--- config.mk ---
export PLATFORM = sky130hd
export DESIGN_NAME = vx_priority_serializer
export DESIGN_NICKNAME = d
export VERILOG_FILES = /design/src/rtl/vx_priority_serializer_pkg.sv /design/src/rtl/vx_priority_serializer_grant_chain.sv /design/src/rtl/vx_priority_serializer.sv
export SDC_FILE = /design/constraint.sdc
export NUM_CORES = 1
export LEC_CHECK = 0
export CORE_UTILIZATION = 47
export CTS_CLUSTER_DIAMETER = 150
export DETAILED_ROUTE_END_ITERATION = 12
export MAX_ROUTING_LAYER = met4
export PLACE_DENSITY = 0.87
export SKIP_LAST_GASP = 1
export SLEW_MARGIN = 10
export SYNTH_ARGS = -nofsm -noshare
export SYNTH_HDL_FRONTEND = slang
export SYNTH_SLANG_ARGS = --single-unit
--- constraint.sdc ---
create_clock -name clk -period 3.5 [get_ports clk]
set_input_delay 0.7 -clock clk [delete_from_list [all_inputs] [get_ports clk]]
set_output_delay 0.7 -clock clk [all_outputs]
set_load 0.01 [all_outputs]
--- src/rtl/vx_priority_serializer_pkg.sv ---
// Shared helpers for the priority serializer: index-width derivation and state encodings.
// No logic; imported by the top and the grant chain.
package vx_priority_serializer_pkg;

   localparam logic [0:0] ST_IDLE = 1'b0;
   localparam logic [0:0] ST_BUSY = 1'b1;

   // Index width that stays at least one bit wide for a single-bit mask.
   function automatic int log2up(input int n);
      return (n > 1) ? $clog2(n) : 1;
   endfunction

endpackage

--- src/rtl/vx_priority_serializer_grant_chain.sv ---
// Combinational grant chain: LANES cascaded priority encoders, each seeing the request minus earlier grants.
// Zero latency, no state, no backpressure; a pure function of the request mask.
module VX_priority_encoder
   import vx_priority_serializer_pkg::*;
#(
   parameter int N       = 8,
   parameter bit REVERSE = 1'b0,
   parameter int LN      = log2up(N)
) (
   input  logic [N-1:0]  data_in,
   output logic [N-1:0]  onehot_out,
   output logic [LN-1:0] index_out,
   output logic          valid_out
);

   // Later loop iterations overwrite earlier ones, so scan from lowest to highest priority.
   always_comb begin
      onehot_out = '0;
      index_out  = '0;
      valid_out  = |data_in;
      if (REVERSE) begin
         for (int i = 0; i < N; i++) begin
            if (data_in[i]) begin
               onehot_out    = '0;
               onehot_out[i] = 1'b1;
               index_out     = LN'(i);
            end
         end
      end else begin
         for (int i = N - 1; i >= 0; i--) begin
            if (data_in[i]) begin
               onehot_out    = '0;
               onehot_out[i] = 1'b1;
               index_out     = LN'(i);
            end
         end
      end
   end

endmodule

module VX_priority_grant_chain
   import vx_priority_serializer_pkg::*;
#(
   parameter int N       = 8,
   parameter int LANES   = 1,
   parameter bit REVERSE = 1'b0,
   parameter int LN      = log2up(N)
) (
   input  logic [N-1:0]        data_in,
   output logic [LANES-1:0]    lane_valid_out,
   output logic [LANES*LN-1:0] index_out,
   output logic [N-1:0]        onehot_out
);

   genvar k;
   for (k = 0; k < LANES; k++) begin : g_lane
      logic [N-1:0] req;
      logic [N-1:0] oh;
      logic [N-1:0] acc;

      if (k == 0) begin : g_first
         assign req = data_in;
         assign acc = oh;
      end else begin : g_next
         assign req = g_lane[k-1].req & ~g_lane[k-1].oh;
         assign acc = g_lane[k-1].acc | oh;
      end

      VX_priority_encoder #(
         .N       (N),
         .REVERSE (REVERSE),
         .LN      (LN)
      ) u_enc (
         .data_in    (req),
         .onehot_out (oh),
         .index_out  (index_out[k*LN +: LN]),
         .valid_out  (lane_valid_out[k])
      );
   end

   assign onehot_out = g_lane[LANES-1].acc;

endmodule

--- src/rtl/vx_priority_serializer.sv ---
// Expands a request mask into beats of up to LANES priority-ordered bit indices; first beat one cycle after accept.
// Beats hold while ready_out is low; a new mask is taken only when idle or alongside the final beat.
module vx_priority_serializer
   import vx_priority_serializer_pkg::*;
#(
   parameter int N       = 8,
   parameter int LANES   = 1,
   parameter bit REVERSE = 1'b0,
   parameter int TAG_W   = 1,
   parameter int LN      = log2up(N)
) (
   input  logic                clk,
   input  logic                reset,
   input  logic                valid_in,
   input  logic [N-1:0]        data_in,
   input  logic [TAG_W-1:0]    tag_in,
   output logic                ready_in,
   output logic                valid_out,
   output logic [LANES-1:0]    lane_valid_out,
   output logic [LANES*LN-1:0] index_out,
   output logic [N-1:0]        onehot_out,
   output logic [TAG_W-1:0]    tag_out,
   output logic                last_out,
   input  logic                ready_out
);

   logic [0:0]       state;
   logic [N-1:0]     rem;
   logic [TAG_W-1:0] tag;
   logic             busy;
   logic             beat_fire;
   logic             accept;

   VX_priority_grant_chain #(
      .N       (N),
      .LANES   (LANES),
      .REVERSE (REVERSE),
      .LN      (LN)
   ) u_chain (
      .data_in        (rem),
      .lane_valid_out (lane_valid_out),
      .index_out      (index_out),
      .onehot_out     (onehot_out)
   );

   assign busy      = (state == ST_BUSY);
   assign valid_out = busy;
   assign tag_out   = tag;
   assign last_out  = ((rem & ~onehot_out) == '0);
   assign beat_fire = busy & ready_out;
   // The final beat frees the slot in the same cycle, so masks stream without a bubble.
   assign ready_in  = ~reset & (~busy | (beat_fire & last_out));
   assign accept    = valid_in & ready_in;

   always_ff @(posedge clk) begin
      if (reset) begin
         state <= ST_IDLE;
         rem   <= '0;
         tag   <= '0;
      end else if (accept) begin
         state <= ST_BUSY;
         rem   <= data_in;
         tag   <= tag_in;
      end else if (beat_fire) begin
         rem <= rem & ~onehot_out;
         if (last_out) begin
            state <= ST_IDLE;
         end
      end
   end

   always_ff @(posedge clk) begin
      if (!reset && busy) begin
         assert ((onehot_out & ~rem) == '0);
         assert ($countones(onehot_out) == $countones(lane_valid_out));
      end
   end

endmodule

==> out/qor.tcl <==
set qor(status) {finished, violations left}
set qor(failed_checks) {DRC}
set qor(synth_ff_type) {sky130_fd_sc_hd__dfxtp_1}
set qor(globalRouteTotalUtil) 0.228
set qor(worst_setup_path_start_kind) {flop}
set qor(detail_route.wl_per_cell_um) 14.3
set qor(boundaryPins) 29
set qor(cts.reportedPaths.clkPinSlew_ps) 60
set qor(worstSkewPairLatency_ps) 250
set qor(clock_tree.root_cell) {sky130_fd_sc_hd__clkbuf_4}
set qor(drt_wirelength_um) 2000
set qor(critPathRequiredTime_ps) 2800
set qor(seq_area_frac_synth) 0.245
set qor(globalRoute.busiestLayer) {met2}
set qor(cts-root-to-sink-buffers) 2
set qor(dr_total_vias) 887
set qor(final_period_minus_worst_setup_slack_ps) 3390
set qor(synth-seq-cells) 10
set qor(die_area_um2) 1910
set qor(die_h_um) 43.7
set qor(grt_use_met2) 0.385
set qor(netlist_top_cells_area) {sky130_fd_sc_hd__dfxtp_1 24%, sky130_fd_sc_hd__buf_6 6.9%, sky130_fd_sc_hd__nand4_1 6.9%}
set qor(synth_top_area_share) 0.245
set qor(cts.sinks) 10
set qor(start_util) 0.525
set qor(whs_path_depth) 2
set qor(design.core.area_um2) 1560
set qor(global_route.usage.met1) 0.285
set qor(drc_errors) 4
set qor(number_of_clock_buffers_inserted_by_tritoncts) 3
set qor(number_of_pins_exceeding_their_max_slew_limit_in_the_final_report) 0
set qor(ys.warnings.count) 0
set qor(syn-instance-count) 101
set qor(timing.final.setup_violations) 0
set qor(number_of_antenna_violations_at_the_first_check_in_global_routing) 0
set qor(asyncSetResetFlopFracSynth) 0
set qor(drive_above_1_share) 0.153
set qor(detailedPlacementHpwl_um) 1530
set qor(placement_stage_worst_setup_slack_ps) 346
set qor(routed_via_density) 6.34
set qor(worst_slew_pin_slew_ps) 810
set qor(critPathCaptureType) {output pin}
set qor(worst_slack_ps) 108
set qor(drtPass1Iterations) 8
set qor(placement_rows) 14
set qor(maximum_clock_frequency_mhz) 295
set qor(place.gp.congestion) 0.816
set qor(first_iter_violations) 32
set qor(post_cts_buffers) 0
set qor(cts_tree) {yes}
set qor(critPathKind) {reg2out}
set qor(slew_headroom) 0.456
set qor(finalSetupTns_ps) 0
set qor(area_growth_pct) 30.6
set qor(antenna_violating_nets_post_route) 0
set qor(vdd_drop_max_uv) 271
set qor(dpl_cell_area_um2) 1030
set qor(post_syn_area_per_cell_um2) 8.10
set qor(final_nets) 138
set qor(synth_top_area_cell) {sky130_fd_sc_hd__dfxtp_1}
set qor(antenna_diode_count) 0
set qor(mappedNetlistArea_um2) 818
set qor(htreeDepth) 1
set qor(final_hold_viol_count) 0
set qor(groute.layer.met3.usage) 0.0125
set qor(fin_skew_ps) 2.63
set qor(cp.arrival_ps) 2690
set qor(grt_first_pass_wirelength_um) 3210
set qor(critical_path.max_fanout) 9
set qor(power_per_cell_area_nw_per_um2) 368
set qor(worst_hold_path_type) {reg2reg}
set qor(static-leakage-power_uw) 0.000379
set qor(postCtsHoldBufs) 0
set qor(first_global_vias) 764
set qor(post_cts.resized_instances) 0
set qor(mappedNetlistNets) 114
set qor(grt_start_max_net_pins) 17
set qor(yosys.cell_types.count) 36
set qor(max-cap-violations) 0
set qor(mostFrequentLayoutCell) {sky130_fd_sc_hd__clkdlybuf4s50_1}
set qor(port-buffer-count) 28
set qor(synth_enable_flop_cells) 0
set qor(fin_crit_sh) 0.969
set qor(layout.cells.most_common_list) {28 x sky130_fd_sc_hd__clkdlybuf4s50_1, 11 x sky130_fd_sc_hd__nor3_1, 11 x sky130_fd_sc_hd__a21oi_1}
set qor(globalRoute.totalOverflow) 0
set qor(hold-worst-slack_ps) 510
set qor(layout.cell_area.non_filler_um2) 1070
set qor(grt_setup_unrepaired) {no}
set qor(worst_r2r_path_depth) 5
set qor(die_w_um) 43.7
[metrics by stage]
step	util	total power, µW	std cells
2_1_floorplan	-	236	101
3_3_place_gp	0.661	291	136
3_5_place_dp	0.661	295	136
4_1_cts	0.685	394	140
5_1_grt	0.685	416	140
6_report	0.685	393	140
[per-layer routing]
| metal | part of all wire | wire length (µm) | up-vias |
|---|---|---|---|
| met1 | 0.42 | 840 | 400 |
| met5 | 0 | 0 | - |
| li1 | - | - | 438 |
| met4 | 0.0045 | 9 | 0 |
| met3 | 0.074 | 147 | 2 |
| met2 | 0.50 | 998 | 47 |
[sequential cells by signal (all words and copies together), names as in the netlist]
name / flops
tag_out: 1
rem: 8
valid_out: 1
[cells in the mapped netlist, drive strengths merged, types with 2 or more instances]
cell type,count
a21oi,11
a31o,4
a31oi,3
buf,6
clkbuf,3
dfxtp,10
inv,5
nand2,2
nand4,9
nor2,7
nor3,11
nor4,2
o21a,2
o21ai,3
o311ai,3
o31ai,2
or4,4
[where the power goes]
group	switching [µW]	total, µW	leakage (µW)	internal (µW)
clock network	36.0	98.9	0.0000210	63.0
registers	15.0	137	0.0000827	122
logic	73.8	157	0.000275	83.0
total	125	393	0.000379	268
[area by class of cell]
cell class / instances / area (µm²)
clock buffers: 4 / 36.3
fillers: 139 / 490
inverters: 5 / 18.8
multi-input cells: 76 / 504
flip-flops and latches: 10 / 201
well taps: 16 / 20.0
repair buffers: 29 / 288
[path summary, 6_finish.rpt]
kind | from | to | slack (ps)
worst min register to register | tag_out | tag_out | 510
worst min-delay path | tag_out | tag_out | 510
worst max register to register | rem[2] | rem[1] | 1180
worst max-delay path | rem[2] | ready_in | 110
[cells by family (layout without fill, tap and decap cells)]
family          count (synthesis)  count (layout)  synth area share
compound gates                 35              35             0.324
buf+inv                        15              38             0.139
flops                          10              10             0.245
simple gates                   41              41             0.292
[critical path: stages, from the launching register on]
cell                              delay, ps
sky130_fd_sc_hd__dfxtp_1                380
sky130_fd_sc_hd__or4_4                  580
sky130_fd_sc_hd__or4_4                  470
sky130_fd_sc_hd__a31o_4                 290
sky130_fd_sc_hd__nor3_1                 150
sky130_fd_sc_hd__clkdlybuf4s50_1        570
Power figures use the tool's default switching activity.
